### config.mk
export PLATFORM = sky130hd
export DESIGN_NAME = main_cpu_flat
export DESIGN_NICKNAME = d
export VERILOG_FILES = /design/src/rtl/main_cpu_pkg.sv /design/src/rtl/main_cpu_if.sv /design/src/rtl/main_cpu_alu.sv /design/src/rtl/main_cpu.sv /design/src/flat_wrapper.sv
export SDC_FILE = /design/constraint.sdc
export NUM_CORES = 1
export LEC_CHECK = 0
export ABC_AREA = 0
export CORE_UTILIZATION = 30
export DETAILED_ROUTE_END_ITERATION = 10
export PLACE_DENSITY = 0.53
export REMOVE_ABC_BUFFERS = 1
export SYNTH_ARGS = -nofsm -noshare
export SYNTH_HDL_FRONTEND = slang
export SYNTH_SLANG_ARGS = --single-unit
### constraint.sdc
create_clock -name clk -period 3.9 [get_ports clk]
set_input_delay 0.585 -clock clk [delete_from_list [all_inputs] [get_ports clk]]
set_output_delay 0.585 -clock clk [all_outputs]
set_load 0.02 [all_outputs]
### src/rtl/main_cpu_pkg.sv
// Shared constants for the main_cpu core: widths, opcodes, OUT2 bit positions
// and instruction field extraction helpers.
package main_cpu_pkg;

  localparam int unsigned DATA_W   = 8;
  localparam int unsigned OP_W     = 4;
  localparam int unsigned REG_AW   = 2;
  localparam int unsigned NUM_REGS = 4;
  localparam int unsigned ICOUNT_W = 4;

  localparam logic [OP_W-1:0] OP_NOP  = 4'h0;
  localparam logic [OP_W-1:0] OP_LDI1 = 4'h1;
  localparam logic [OP_W-1:0] OP_LDI2 = 4'h2;
  localparam logic [OP_W-1:0] OP_MOV  = 4'h3;
  localparam logic [OP_W-1:0] OP_ADD  = 4'h4;
  localparam logic [OP_W-1:0] OP_SUB  = 4'h5;
  localparam logic [OP_W-1:0] OP_AND  = 4'h6;
  localparam logic [OP_W-1:0] OP_OR   = 4'h7;
  localparam logic [OP_W-1:0] OP_XOR  = 4'h8;
  localparam logic [OP_W-1:0] OP_NOT  = 4'h9;
  localparam logic [OP_W-1:0] OP_SHL  = 4'hA;
  localparam logic [OP_W-1:0] OP_SHR  = 4'hB;
  localparam logic [OP_W-1:0] OP_INC  = 4'hC;
  localparam logic [OP_W-1:0] OP_DEC  = 4'hD;
  localparam logic [OP_W-1:0] OP_OUT  = 4'hE;
  localparam logic [OP_W-1:0] OP_HALT = 4'hF;

  // Bit positions inside the OUT2 status byte; icount fills [ICOUNT_W-1:0].
  localparam int unsigned FLAG_HALT = 7;
  localparam int unsigned FLAG_Z    = 6;
  localparam int unsigned FLAG_N    = 5;
  localparam int unsigned FLAG_C    = 4;

  function automatic logic [OP_W-1:0] f_opcode(input logic [DATA_W-1:0] instr);
    return instr[7:4];
  endfunction

  function automatic logic [REG_AW-1:0] f_rd(input logic [DATA_W-1:0] instr);
    return instr[3:2];
  endfunction

  function automatic logic [REG_AW-1:0] f_rs(input logic [DATA_W-1:0] instr);
    return instr[1:0];
  endfunction

  // Opcodes 1..D write a register (and therefore update Z/N).
  function automatic logic f_writes_reg(input logic [OP_W-1:0] op);
    return (op != OP_NOP) && (op != OP_OUT) && (op != OP_HALT);
  endfunction

endpackage

### src/rtl/main_cpu_if.sv
// Bus bundle for main_cpu: instruction/data inputs and the three output bytes.
//   IN0  instruction {opcode, rd, rs}
//   IN1  data input A (LDI1 source)
//   IN2  data input B (LDI2 source)
//   OUT0 output-port register, OUT1 accumulator R0, OUT2 {halted,Z,N,C,icount}
interface main_cpu_if;

  logic [main_cpu_pkg::DATA_W-1:0] IN0;
  logic [main_cpu_pkg::DATA_W-1:0] IN1;
  logic [main_cpu_pkg::DATA_W-1:0] IN2;
  logic [main_cpu_pkg::DATA_W-1:0] OUT0;
  logic [main_cpu_pkg::DATA_W-1:0] OUT1;
  logic [main_cpu_pkg::DATA_W-1:0] OUT2;

  // Driver side (board / testbench).
  modport master (
    output IN0, IN1, IN2,
    input  OUT0, OUT1, OUT2
  );

  // CPU side.
  modport slave (
    input  IN0, IN1, IN2,
    output OUT0, OUT1, OUT2
  );

endinterface

### src/rtl/main_cpu_alu.sv
// Combinational ALU for main_cpu.
//   i_a        rd operand (destination's current value)
//   i_b        source operand (R[rs], or IN1/IN2 for the load opcodes)
//   i_op       opcode
//   o_result_c result to write back
//   o_c_out_c  carry / borrow / shifted-out bit
//   o_c_upd_c  high when the opcode updates the C flag
module main_cpu_alu
  import main_cpu_pkg::*;
(
  input  logic [DATA_W-1:0] i_a,
  input  logic [DATA_W-1:0] i_b,
  input  logic [OP_W-1:0]   i_op,
  output logic [DATA_W-1:0] o_result_c,
  output logic              o_c_out_c,
  output logic              o_c_upd_c
);

  // One extra bit captures carry-out on add and borrow on subtract.
  logic [DATA_W:0] w_wide;

  always_comb begin
    o_result_c = '0;
    o_c_out_c  = 1'b0;
    o_c_upd_c  = 1'b0;
    w_wide     = '0;
    case (i_op)
      OP_LDI1, OP_LDI2, OP_MOV: o_result_c = i_b;
      OP_ADD: begin
        w_wide     = {1'b0, i_a} + {1'b0, i_b};
        o_result_c = w_wide[DATA_W-1:0];
        o_c_out_c  = w_wide[DATA_W];
        o_c_upd_c  = 1'b1;
      end
      OP_SUB: begin
        w_wide     = {1'b0, i_a} - {1'b0, i_b};
        o_result_c = w_wide[DATA_W-1:0];
        o_c_out_c  = w_wide[DATA_W];
        o_c_upd_c  = 1'b1;
      end
      OP_AND: o_result_c = i_a & i_b;
      OP_OR:  o_result_c = i_a | i_b;
      OP_XOR: o_result_c = i_a ^ i_b;
      OP_NOT: o_result_c = ~i_b;
      OP_SHL: begin
        o_result_c = {i_b[DATA_W-2:0], 1'b0};
        o_c_out_c  = i_b[DATA_W-1];
        o_c_upd_c  = 1'b1;
      end
      OP_SHR: begin
        o_result_c = {1'b0, i_b[DATA_W-1:1]};
        o_c_out_c  = i_b[0];
        o_c_upd_c  = 1'b1;
      end
      OP_INC: begin
        w_wide     = {1'b0, i_a} + (DATA_W+1)'(1);
        o_result_c = w_wide[DATA_W-1:0];
        o_c_out_c  = w_wide[DATA_W];
        o_c_upd_c  = 1'b1;
      end
      OP_DEC: begin
        w_wide     = {1'b0, i_a} - (DATA_W+1)'(1);
        o_result_c = w_wide[DATA_W-1:0];
        o_c_out_c  = w_wide[DATA_W];
        o_c_upd_c  = 1'b1;
      end
      OP_NOP, OP_OUT, OP_HALT: o_result_c = '0;
      default: o_result_c = '0;
    endcase
  end

endmodule

### src/rtl/main_cpu.sv
// 8-bit single-cycle register CPU core: one instruction from IN0 per rising
// edge, results visible right after that edge.
//   clk    rising-edge clock
//   rst_n  asynchronous active-low reset, clears all state
//   bus    main_cpu_if slave: IN0/IN1/IN2 in, OUT0/OUT1/OUT2 out (all registered)
module main_cpu
  import main_cpu_pkg::*;
(
  input  logic         clk,
  input  logic         rst_n,
  main_cpu_if.slave    bus
);

  logic [DATA_W-1:0]   r_regs [NUM_REGS];
  logic [DATA_W-1:0]   r_out_q;
  logic                r_z;
  logic                r_n;
  logic                r_c;
  logic                r_halted;
  logic [ICOUNT_W-1:0] r_icount;

  logic [OP_W-1:0]     w_op;
  logic [REG_AW-1:0]   w_rd;
  logic [REG_AW-1:0]   w_rs;
  logic [DATA_W-1:0]   w_a;
  logic [DATA_W-1:0]   w_b;
  logic [DATA_W-1:0]   w_result;
  logic                w_c_out;
  logic                w_c_upd;
  logic                w_wr;
  logic [DATA_W-1:0]   w_status;

  // Instruction decode.
  assign w_op = f_opcode(bus.IN0);
  assign w_rd = f_rd(bus.IN0);
  assign w_rs = f_rs(bus.IN0);
  assign w_wr = f_writes_reg(w_op);
  assign w_a  = r_regs[w_rd];

  // Loads route the external data inputs through the ALU's pass-through path.
  always_comb begin
    w_b = r_regs[w_rs];
    if (w_op == OP_LDI1) begin
      w_b = bus.IN1;
    end else if (w_op == OP_LDI2) begin
      w_b = bus.IN2;
    end
  end

  main_cpu_alu u_alu (
    .i_a        (w_a),
    .i_b        (w_b),
    .i_op       (w_op),
    .o_result_c (w_result),
    .o_c_out_c  (w_c_out),
    .o_c_upd_c  (w_c_upd)
  );

  // Architectural state; frozen entirely once halted.
  always_ff @(posedge clk or negedge rst_n) begin
    if (!rst_n) begin
      for (int i = 0; i < int'(NUM_REGS); i++) begin
        r_regs[i] <= '0;
      end
      r_out_q  <= '0;
      r_z      <= 1'b0;
      r_n      <= 1'b0;
      r_c      <= 1'b0;
      r_halted <= 1'b0;
      r_icount <= '0;
    end else if (!r_halted) begin
      r_icount <= r_icount + ICOUNT_W'(1);
      if (w_wr) begin
        r_regs[w_rd] <= w_result;
        r_z          <= (w_result == '0);
        r_n          <= w_result[DATA_W-1];
      end
      if (w_c_upd) begin
        r_c <= w_c_out;
      end
      if (w_op == OP_OUT) begin
        r_out_q <= r_regs[w_rs];
      end
      if (w_op == OP_HALT) begin
        r_halted <= 1'b1;
      end
    end
  end

  // Status byte assembled from registered state only.
  always_comb begin
    w_status                 = '0;
    w_status[ICOUNT_W-1:0]   = r_icount;
    w_status[FLAG_C]         = r_c;
    w_status[FLAG_N]         = r_n;
    w_status[FLAG_Z]         = r_z;
    w_status[FLAG_HALT]      = r_halted;
  end

  assign bus.OUT0 = r_out_q;
  assign bus.OUT1 = r_regs[0];
  assign bus.OUT2 = w_status;

endmodule

### src/flat_wrapper.sv
// flat-port wrapper written by rule: the top's interface ports become plain ports
module main_cpu_flat import main_cpu_pkg::*;
  (clk, rst_n, bus_IN0, bus_IN1, bus_IN2, bus_OUT0, bus_OUT1, bus_OUT2);
  main_cpu_if bus_i ();
  input  logic clk;
  input  logic rst_n;
  input wire logic [$bits(bus_i.IN0)-1:0] bus_IN0;
  input wire logic [$bits(bus_i.IN1)-1:0] bus_IN1;
  input wire logic [$bits(bus_i.IN2)-1:0] bus_IN2;
  output wire logic [$bits(bus_i.OUT0)-1:0] bus_OUT0;
  output wire logic [$bits(bus_i.OUT1)-1:0] bus_OUT1;
  output wire logic [$bits(bus_i.OUT2)-1:0] bus_OUT2;
  assign bus_i.IN0 = bus_IN0;
  assign bus_i.IN1 = bus_IN1;
  assign bus_i.IN2 = bus_IN2;
  assign bus_OUT0 = bus_i.OUT0;
  assign bus_OUT1 = bus_i.OUT1;
  assign bus_OUT2 = bus_i.OUT2;
  main_cpu u_core (.clk(clk), .rst_n(rst_n), .bus(bus_i));
endmodule
==> reports/qor.log <==
qor: place.detailedPlace.worstSlack -0.947 ns
qor: synth.synth_top_cells_by_area sky130_fd_sc_hd__dfrtp_1 (28%), sky130_fd_sc_hd__mux4_2 (8.4%), sky130_fd_sc_hd__mux2_2 (8.2%)
qor: power.switching_power 1.94 mW
qor: place.routabilityCongestion 0.915
qor: floorplanning.io-pin-count 50
qor: grt.overflow 0
qor: routing.detail_route.iter0.violations 386
qor: routing.drc_violation_count_after_routing 0
qor: clocking.root_buffer sky130_fd_sc_hd__clkbuf_16
qor: timing.timing_max_transition_violations_final 0
qor: power.comb_pwr_share 0.712
qor: final_layout.commonest_cells_after_routing_fill_and_taps_aside sky130_fd_sc_hd__buf_4 (99), sky130_fd_sc_hd__nand2_1 (48), sky130_fd_sc_hd__dfrtp_1 (48), sky130_fd_sc_hd__clkdlybuf4s50_1 (40), sky130_fd_sc_hd__nor2_1 (33)
qor: synth.syn-instance-count 466
qor: routing.detailroute.via_count 4,192
qor: timing.min_period_over_period 0.971
qor: job.cap_violations 0
qor: final_layout.final_area 0.00585 sq mm
qor: routing.drt_first_pass_iters 5
qor: setup_path.worstPathArrival 3.96 ns
qor: setup_path.path_max_fanout 6
qor: power.sequential_power_share 0.196
qor: synth.synth_largest_type_area_fraction 0.281
qor: power.p_int 2.62 mW
qor: setup_path.setup.worst_path.start bus_IN0[4]
qor: clocking.cts_sinks 48
qor: timing.final_total_negative_setup_slack 0 ns
qor: routing.vias_per_cell 5.47
qor: routing.wire_per_inst 18.7 um
qor: floorplanning.design.core.area 0.0139 sq mm
qor: timing.setup_violations 0
qor: synth.post_synth_top_flop sky130_fd_sc_hd__dfrtp_1
qor: synth.synth.largest_area_cell sky130_fd_sc_hd__dfrtp_1
qor: power.pwr_density_cell 780 mW/mm^2
qor: timing.report.final.hold_viol_count 0
qor: clocking.cts_inserted_buffers 5
qor: grt.groute.usage.overall 0.198
qor: place.placed_area 0.00553 sq mm
qor: timing.holdWs 0.477 ns
qor: routing.drt.antenna.violating_nets 0
qor: final_layout.areaGrowthSynthToFinish 36.9%
qor: clocking.clock_tree.htree_level_count 2
qor: grt.grt_pass1_wl 22,400 um
qor: min_path.hold_class reg -> reg
qor: run_status.run_status finished, final reports clean
qor: synth.synth.yosys.warnings 0
qor: synth.ys_ff_latch 48
qor: synth.synth.avg_cell_area 9.16 sq um
qor: timing.achievable-frequency 264 MHz
qor: routing.drt_wl_total 14,300 um
qor: setup_path.flop2flop_setup_slack 0.23 ns
qor: timing.final_setup_skew 0.00476 ns
qor: setup_path.worst_ep_required_time 4.08 ns
qor: synth.syn_area 0.00427 sq mm
qor: min_path.min_from u_core.r_icount[3]
qor: synth.yosys.cell_types.count 63
qor: synth.asyncSetResetFlopFracSynth 1.00
qor: timing.max_slew.worst_pin.slew 1.07 ns
qor: clocking.worst_skew_pair.late_latency 0.29 ns
qor: place.dp.final_hpwl 11,100 um
qor: place.io_buffers 49
qor: timing.period_needed 3.79 ns
qor: clocking.clockBufferDepth 2
qor: power.power.leakage 2.60 nW
qor: timing.timing.final.ws_setup 0.114 ns
qor: power.pwr-share-clk 0.092
qor: floorplanning.fp.dieW 121 um
qor: final_layout.n_antenna_cell 0
qor: power.max-vdd-ir-drop 413 uV
qor: grt.grt_max_degree 49
qor: timing.slew_headroom 0.286
qor: setup_path.critical_path_class in -> reg
qor: synth.sequential_fraction_of_the_synthesis_area 0.281
qor: setup_path.crit_path_end_kind flip-flop
qor: grt.grt_pass1_vias 4,169
qor: clocking.clk_transition_reported_paths 0.07 ns
qor: power.power.share.switching 0.426
qor: final_layout.post_layout_nets 642
qor: final_layout.layout.cells.most_common sky130_fd_sc_hd__buf_4
qor: setup_path.crit_path_start_kind input port
qor: final_layout.nFillCells 1,385
qor: floorplanning.initial_core_utilization 0.308
qor: final_layout.finalCoreUtilization 0.421
qor: grt.grt_antenna_before_repair 0
qor: synth.synth-edff-count 0
qor: clocking.cts_tree yes
qor: floorplanning.die_area 0.0147 sq mm
qor: floorplanning.die_h 121 um
qor: final_layout.final_layout_size_suffix_gt1_frac 0.334
qor: setup_path.reg_to_reg_start u_core.r_regs[1]
qor: timing.grt_setup_unrepaired false
qor: floorplanning.core.rowCount 43
==> per-layer routing <==
| layer | global-route usage | up-vias | share of wire |
|---|---|---|---|
| met5 | 0 | - | 0 |
| met4 | 0.0687 | 0 | 0.031 |
| li1 | - | 1942 | - |
| met2 | 0.331 | 167 | 0.48 |
| met3 | 0.0240 | 36 | 0.057 |
| met1 | 0.263 | 2047 | 0.43 |
==> Yosys cell counts, drive strengths merged (12+ instances only) <==
library cell and number:
a21oi 27, buf 17, clkbuf 20, dfrtp 48, ha 27, inv 24, mux2 31, mux2i 15
mux4 16, nand2 48, nor2 34, nor3 12, o21ai 21
==> state kept, by name, indices dropped and copies added (netlist names) <==
register,flops
u_core.r_halted,1
u_core.bus.OUT0,8
u_core.r_z,1
u_core.r_c,1
u_core.r_regs,24
u_core.bus.OUT1,8
u_core.r_n,1
u_core.r_icount,4
==> power groups by stage <==
stage               combinational [mW]  sequential [mW]  clock, mW
floorplan                         1.50            0.988          0
global placement                  2.97            0.886          0
detailed placement                2.99            0.900          0
CTS                               3.07            0.893      0.429
global route                      3.52            0.926      0.446
finish                            3.25            0.892      0.422
==> cells by family after synthesis <==
family	after synthesis	synth area share
flops	48	0.281
fa+ha+maj	29	0.0885
xor+xnor	15	0.0308
buf+inv	61	0.0656
mux	62	0.201
compound gates	113	0.180
simple gates	138	0.152
==> final timing paths <==
path | to | cells past startpoint
worst min register to register | u_core.r_icount[3] | 1
max in group asynchronous | u_core.bus.OUT0[0] | 1
min in group asynchronous | u_core.r_regs[14] | 1
worst min-delay path | u_core.r_icount[3] | 1
worst max-delay path | u_core.bus.OUT1[7] | 16
worst max register to register | u_core.bus.OUT1[7] | 14
==> worst max-delay path: stages <==
cell                        delay (ns)
sky130_fd_sc_hd__clkbuf_2         0.10
sky130_fd_sc_hd__buf_4            0.15
sky130_fd_sc_hd__nor4b_4          0.28
sky130_fd_sc_hd__buf_4            0.19
sky130_fd_sc_hd__mux2_2           0.33
sky130_fd_sc_hd__mux2i_1          0.15
sky130_fd_sc_hd__buf_4            0.14
sky130_fd_sc_hd__buf_4            0.10
sky130_fd_sc_hd__ha_2             0.30
sky130_fd_sc_hd__a21o_1           0.20
sky130_fd_sc_hd__a2111oi_4        0.29
sky130_fd_sc_hd__buf_4            0.16
sky130_fd_sc_hd__or4_1            0.11
sky130_fd_sc_hd__nand3_1          0.10
sky130_fd_sc_hd__o32a_1           0.46
sky130_fd_sc_hd__mux2_2           0.29
==> final cells by class <==
type,count,area [sq um],area share
Clock buffer,5,125,0.0214
Clock inverter,2,12.5,0.00214
Inverter,24,90.1,0.0154
Multi-Input combinational cell,357,2940,0.503
Sequential cell,48,1200,0.205
Tap cell,180,225,0.0385
Timing Repair Buffer,151,1250,0.214
==> through the flow <==
stage	power (mW)	cells
detailed placement	3.89	756
global placement	3.86	756
global route	4.89	767
finish	4.56	767
CTS	4.39	764
floorplan	2.49	429
==> timing repair <==
item / in CTS / in global routing
gates cloned: 0 / 0
pin swaps: 10 / 17
hold buffers: 0 / 0
endpoints found under the setup margin: 30 / 17
buffers inserted: 1 / 3
gates resized for setup: 27 / 34
Note: power is estimated with default switching activity, not from simulation.
